[src/rtl/clk_div_monitor.sv]
// clk_div_monitor: samples a divided clock in the clock_in domain, measures period and
// high time per rising edge, tracks lock and counts errors.
module clk_div_monitor #(
    parameter int CNT_W      = 8,
    parameter int EXP_PERIOD = 3,
    parameter int HI_MIN     = 1,
    parameter int HI_MAX     = 2,
    parameter int LOCK_COUNT = 4,
    parameter int TIMEOUT    = 8
) (
    input  logic             clock_in,
    input  logic             reset,
    input  logic             div_clk_in,
    output logic [CNT_W-1:0] period_out,
    output logic [CNT_W-1:0] high_out,
    output logic             period_valid,
    output logic             locked,
    output logic             err,
    output logic [CNT_W-1:0] err_count
);
    localparam int GOOD_W = $clog2(LOCK_COUNT + 1);
    localparam logic [CNT_W-1:0] CNT_MAX = '1;

    typedef enum logic [1:0] {SEEK, ACQUIRE, LOCKED} state_t;

    state_t            state, state_next;
    logic [GOOD_W-1:0] good_cnt, good_cnt_next;
    logic [1:0]        sync_pipe;
    logic              sync, prev, rise;
    logic [CNT_W-1:0]  per, hi;
    logic              good, timeout;
    logic              load, err_next, valid_next;

    // Two-flop synchronizer followed by a previous-sample register for edge detect.
    always_ff @(posedge clock_in or posedge reset) begin
        if (reset) begin
            sync_pipe <= '0;
            prev      <= 1'b0;
        end else begin
            sync_pipe <= {sync_pipe[0], div_clk_in};
            prev      <= sync;
        end
    end

    assign sync = sync_pipe[1];
    assign rise = sync & ~prev;

    // On the rise cycle per/hi still hold the just-finished period's measurements.
    always_ff @(posedge clock_in or posedge reset) begin
        if (reset) begin
            per <= '0;
            hi  <= '0;
        end else if (rise) begin
            per <= CNT_W'(1);
            hi  <= CNT_W'(1);
        end else begin
            if (per != CNT_MAX)
                per <= per + CNT_W'(1);
            if (sync && (hi != CNT_MAX))
                hi <= hi + CNT_W'(1);
        end
    end

    assign good    = (per == CNT_W'(EXP_PERIOD)) &&
                     (hi >= CNT_W'(HI_MIN)) && (hi <= CNT_W'(HI_MAX));
    assign timeout = (per == CNT_W'(TIMEOUT)) && !rise;

    always_ff @(posedge clock_in or posedge reset) begin
        if (reset) begin
            state    <= SEEK;
            good_cnt <= '0;
        end else begin
            state    <= state_next;
            good_cnt <= good_cnt_next;
        end
    end

    always_comb begin
        state_next    = state;
        good_cnt_next = good_cnt;
        load          = 1'b0;
        err_next      = 1'b0;
        valid_next    = 1'b0;
        case (state)
            SEEK: begin
                if (rise) begin
                    state_next    = ACQUIRE;
                    good_cnt_next = '0;
                end
            end
            ACQUIRE: begin
                if (rise) begin
                    load       = 1'b1;
                    valid_next = 1'b1;
                    if (good) begin
                        good_cnt_next = good_cnt + GOOD_W'(1);
                        if (good_cnt == GOOD_W'(LOCK_COUNT - 1))
                            state_next = LOCKED;
                    end else begin
                        err_next      = 1'b1;
                        good_cnt_next = '0;
                    end
                end else if (timeout) begin
                    err_next      = 1'b1;
                    good_cnt_next = '0;
                    state_next    = SEEK;
                end
            end
            LOCKED: begin
                if (rise) begin
                    load       = 1'b1;
                    valid_next = 1'b1;
                    if (!good) begin
                        err_next      = 1'b1;
                        good_cnt_next = '0;
                        state_next    = ACQUIRE;
                    end
                end else if (timeout) begin
                    err_next      = 1'b1;
                    good_cnt_next = '0;
                    state_next    = SEEK;
                end
            end
            default: begin
                state_next    = SEEK;
                good_cnt_next = '0;
            end
        endcase
    end

    always_ff @(posedge clock_in or posedge reset) begin
        if (reset) begin
            period_out   <= '0;
            high_out     <= '0;
            period_valid <= 1'b0;
            err          <= 1'b0;
            err_count    <= '0;
        end else begin
            period_valid <= valid_next;
            err          <= err_next;
            if (load) begin
                period_out <= per;
                high_out   <= hi;
            end
            if (err_next && (err_count != CNT_MAX))
                err_count <= err_count + CNT_W'(1);
        end
    end

    // Derived straight from the state register so it drops in the same cycle as err.
    assign locked = (state == LOCKED);

endmodule
[config.mk]
export PLATFORM = sky130hd
export DESIGN_NAME = clk_div_monitor
export DESIGN_NICKNAME = d
export VERILOG_FILES = /design/src/rtl/clk_div_monitor.sv
export SDC_FILE = /design/constraint.sdc
export NUM_CORES = 1
export LEC_CHECK = 0
export ABC_AREA = 1
export BUFFER_PORTS_ARGS = -buffer_cell sky130_fd_sc_hd__buf_2
export CAP_MARGIN = 20
export CORE_ASPECT_RATIO = 0.6
export CORE_UTILIZATION = 30
export CTS_BUF_LIST = sky130_fd_sc_hd__clkbuf_2 sky130_fd_sc_hd__clkbuf_4 sky130_fd_sc_hd__clkbuf_8
export CTS_CLUSTER_SIZE = 24
export DETAILED_ROUTE_END_ITERATION = 10
export HOLD_SLACK_MARGIN = 0.05
export PLACE_DENSITY_LB_ADDON = 0.25
export SETUP_SLACK_MARGIN = 0.4
export SYNTH_ARGS = -nofsm -noshare
export SYNTH_HDL_FRONTEND = slang
export SYNTH_SLANG_ARGS = --single-unit
[constraint.sdc]
create_clock -name clock_in -period 2 [get_ports clock_in]
set_clock_uncertainty 0.05 [all_clocks]
set_input_delay 0 -clock clock_in [delete_from_list [all_inputs] [get_ports clock_in]]
set_output_delay 0 -clock clock_in [all_outputs]
set_load 0.02 [all_outputs]
==> metrics <==
top cells by area, synth=dfrtp_1, nand2_1, ha_1; fin nets=394; CTS buffer count=5; largest net degree at the start of global routing=32; Slew Limit Fails=0; WS Path Type=reg -> reg; CP Max Fanout=4; setup_tns=0 ns; Sequential Power Share=37.2%; fin area=3420 um^2; syn nets=335; Startpoint Class=flop; Sw Share=40.1%; clock network power share=19.5%; GP Congestion=0.832; CP cell instances=inv_2, ha_2, nand2_2, nand2_2, nor2_4, nand3_4, nand2_2, o21ai_4, buf_4, nand3_1, nand2_1; CTS root buf=clkbuf_8; Placed Area=2910 um^2; HP Class=in -> async; vias in the first global route=2060; clk sink count=50; post-synth cell types=25; Switch Pwr=0.00151 W; total iterations of the first detailed-routing run=4; Clock Latency Late Sink=0.31 ns; post-synthesis cell area=2640 um^2; setup repair after global routing missed its margin=true; num ports=30; Yosys warnings=0; Comb pwr share=43.3%; Core Region=8520 um^2; vias=2297; initial antenna violation count=0; share of post-route cells with drive strength above 1=33.2%; total wire length=6.37 mm; Synth Area per Inst=8.27 um^2; Die ar.=9180 um^2; Slowest Stage Delay on Critical Path=0.42 ns; Slew HR=69.2%; Max clock buf depth=2; # DRC=0; # port buffers=29; # setup viols final=0; first-pass GRT wire length=10.1 mm; fin crit share=82.7%; cell taking the most area after synthesis=dfrtp_1; P_leak=1.68 nW; pwr dens=1100 nW/um^2; CP top delay family=simple AND/OR/NAND/NOR gates; Die Y=74.6 um; htree depth=2; Routed Antenna Nets=0; Yosys reg bits=50; Crit path buffers/inverters=2; CP dominant cell by count=nand2_2; Synth Instances=319; CP max stage cell=dfrtp_1; total grt overflow=0; register area share after synthesis=47.4%; mean routed wirelength per cell=13.0 um; Yosys top cell area share=47.4%; starting density of the core=30.9%; Worst Path Arrival=1.81 ns; Iter 0 DRT Violations=150; status=complete, no violations; Inserted Diodes=0; Post-DP HPWL=4.07 mm; # rows=26; VDD IR max=0.517 mV; internal power=0.00226 W; Fin. Hold Viols=0; fin crit period=1.65 ns; Setup crit end kind=flop; die extent in x=123 um; CTS tree=built; GRT Overall Usage=14.5%; Max-Cap Viols=0; clock transition at the registers of the reported paths=0.10 ns; slew at the pin closest to its max-slew limit=0.461 ns; fmax=605 MHz; Critical Path RT=2.16 ns; area grow syn2layout=29.6%; Vias/cell=4.68
stage by stage:
stage / worst slack (ns) / power (W) / util (%) / std cells / hold WS [ns]
4_1_cts: 0.362 / 0.00357 / 37.8 / 484 / 0.192
2_1_floorplan: 0.419 / 0.00231 / - / 319 / -0.0186
3_5_place_dp: 0.192 / 0.00262 / 34.1 / 457 / -0.00887
5_1_grt: 0.219 / 0.00407 / 40.1 / 491 / 0.243
3_3_place_gp: 0.246 / 0.00261 / 34.1 / 457 / -0.0140
6_report: 0.346 / 0.00377 / 40.1 / 491 / 0.188
final timing paths:
check,to,slack (ns),cells after the start,from
max,err_count[5],0.35,11,hi[1]
min,err_count[3],0.19,3,reset
max reg2reg,err_count[5],0.35,11,hi[1]
min reg2reg,sync_pipe[1],0.31,0,sync_pipe[0]
max in group asynchronous,hi[0],1.10,4,reset
min in group clock_in,sync_pipe[0],0.29,2,div_clk_in
power groups by stage:
stage          logic, W  clock network, W  registers [W]
3_5_place_dp    0.00121                 0        0.00141
4_1_cts         0.00141          0.000766        0.00139
6_report        0.00163          0.000735        0.00140
3_3_place_gp    0.00120                 0        0.00141
5_1_grt         0.00182          0.000812        0.00144
2_1_floorplan  0.000794                 0        0.00151
registers in the layout, indices dropped and copies added (netlist names):
signal        count
per               8
err               1
high_out          8
sync_pipe         2
period_valid      1
err_count         8
hi                8
prev              1
good_cnt          3
period_out        8
state             2
routing by layer:
layer	GRT usage (%)	part of all wire, %	up-vias
li1	-	-	1146
met1	21.4	51	1095
met2	21.1	43	52
met3	3.64	5.5	4
met4	4.02	0.69	0
met5	0	0	-
what timing repair did:
action                                 in CTS  in global routing
buffers inserted                           17                  6
endpoints found under the hold margin      21                  0
setup endpoints to repair                  34                 45
gates resized for setup                    17                 44
pin swaps                                   8                 21
hold buffers                                2                  0
gates cloned                                0                  1
worst reg2reg max path: stages (launching register included):
cell and delay (ns):
dfrtp_1 0.42, inv_2 0.08, ha_2 0.18, nand2_2 0.08, nand2_2 0.06, nor2_4 0.14, nand3_4 0.10, nand2_2 0.09
o21ai_4 0.09, buf_4 0.14, nand3_1 0.07, nand2_1 0.06
layout make-up:
cell class,count,area (um^2)
timing repair buffer,58,405
clock inverter,2,37.5
multi-input combinational,222,1350
tap,112,140
inverter,41,156
sequential,50,1250
clock buffer,6,76.3
fill,864,5100
cell usage in the layout (no fill, tap or decap), drive strengths merged, types with 6 or more instances in the layout:
cell type  count
inv           41
a21oi          9
xor2           8
nand4          6
nor3           6
clkbuf         7
o21ai         35
nand3         27
nand2         82
buf           55
dfrtp         50
nor2          32
ha            13
cell families (layout without fill, tap and decap cells):
group           count (synthesis)  after routing  share of synthesized area (%)
compound gates                 46             46                           9.35
xor+xnor                       10             10                           3.32
fa+ha+maj                      13             13                           6.17
buf+inv                        47            107                           7.26
flops                          50             50                           47.4
simple gates                  153            153                           26.5
cells in the mapped netlist:
cell type   n
o21ai_0    24
o21ai_4     1
nand3_1    24
ha_1       13
nor2_1     24
buf_2       4
buf_6       1
nand2_4     3
nand4_1     6
xnor2_1     2
inv_4       1
xor2_1      8
nor2_4      1
nor2_2      7
nand2_1    77
inv_1      38
a21oi_1     9
a211oi_1    2
dfrtp_1    50
o21ai_1    10
nand3_2     3
nor3_1      6
clkbuf_1    1
inv_2       2
nand2_2     2
No activity file was read; power rests on OpenSTA's default activity.
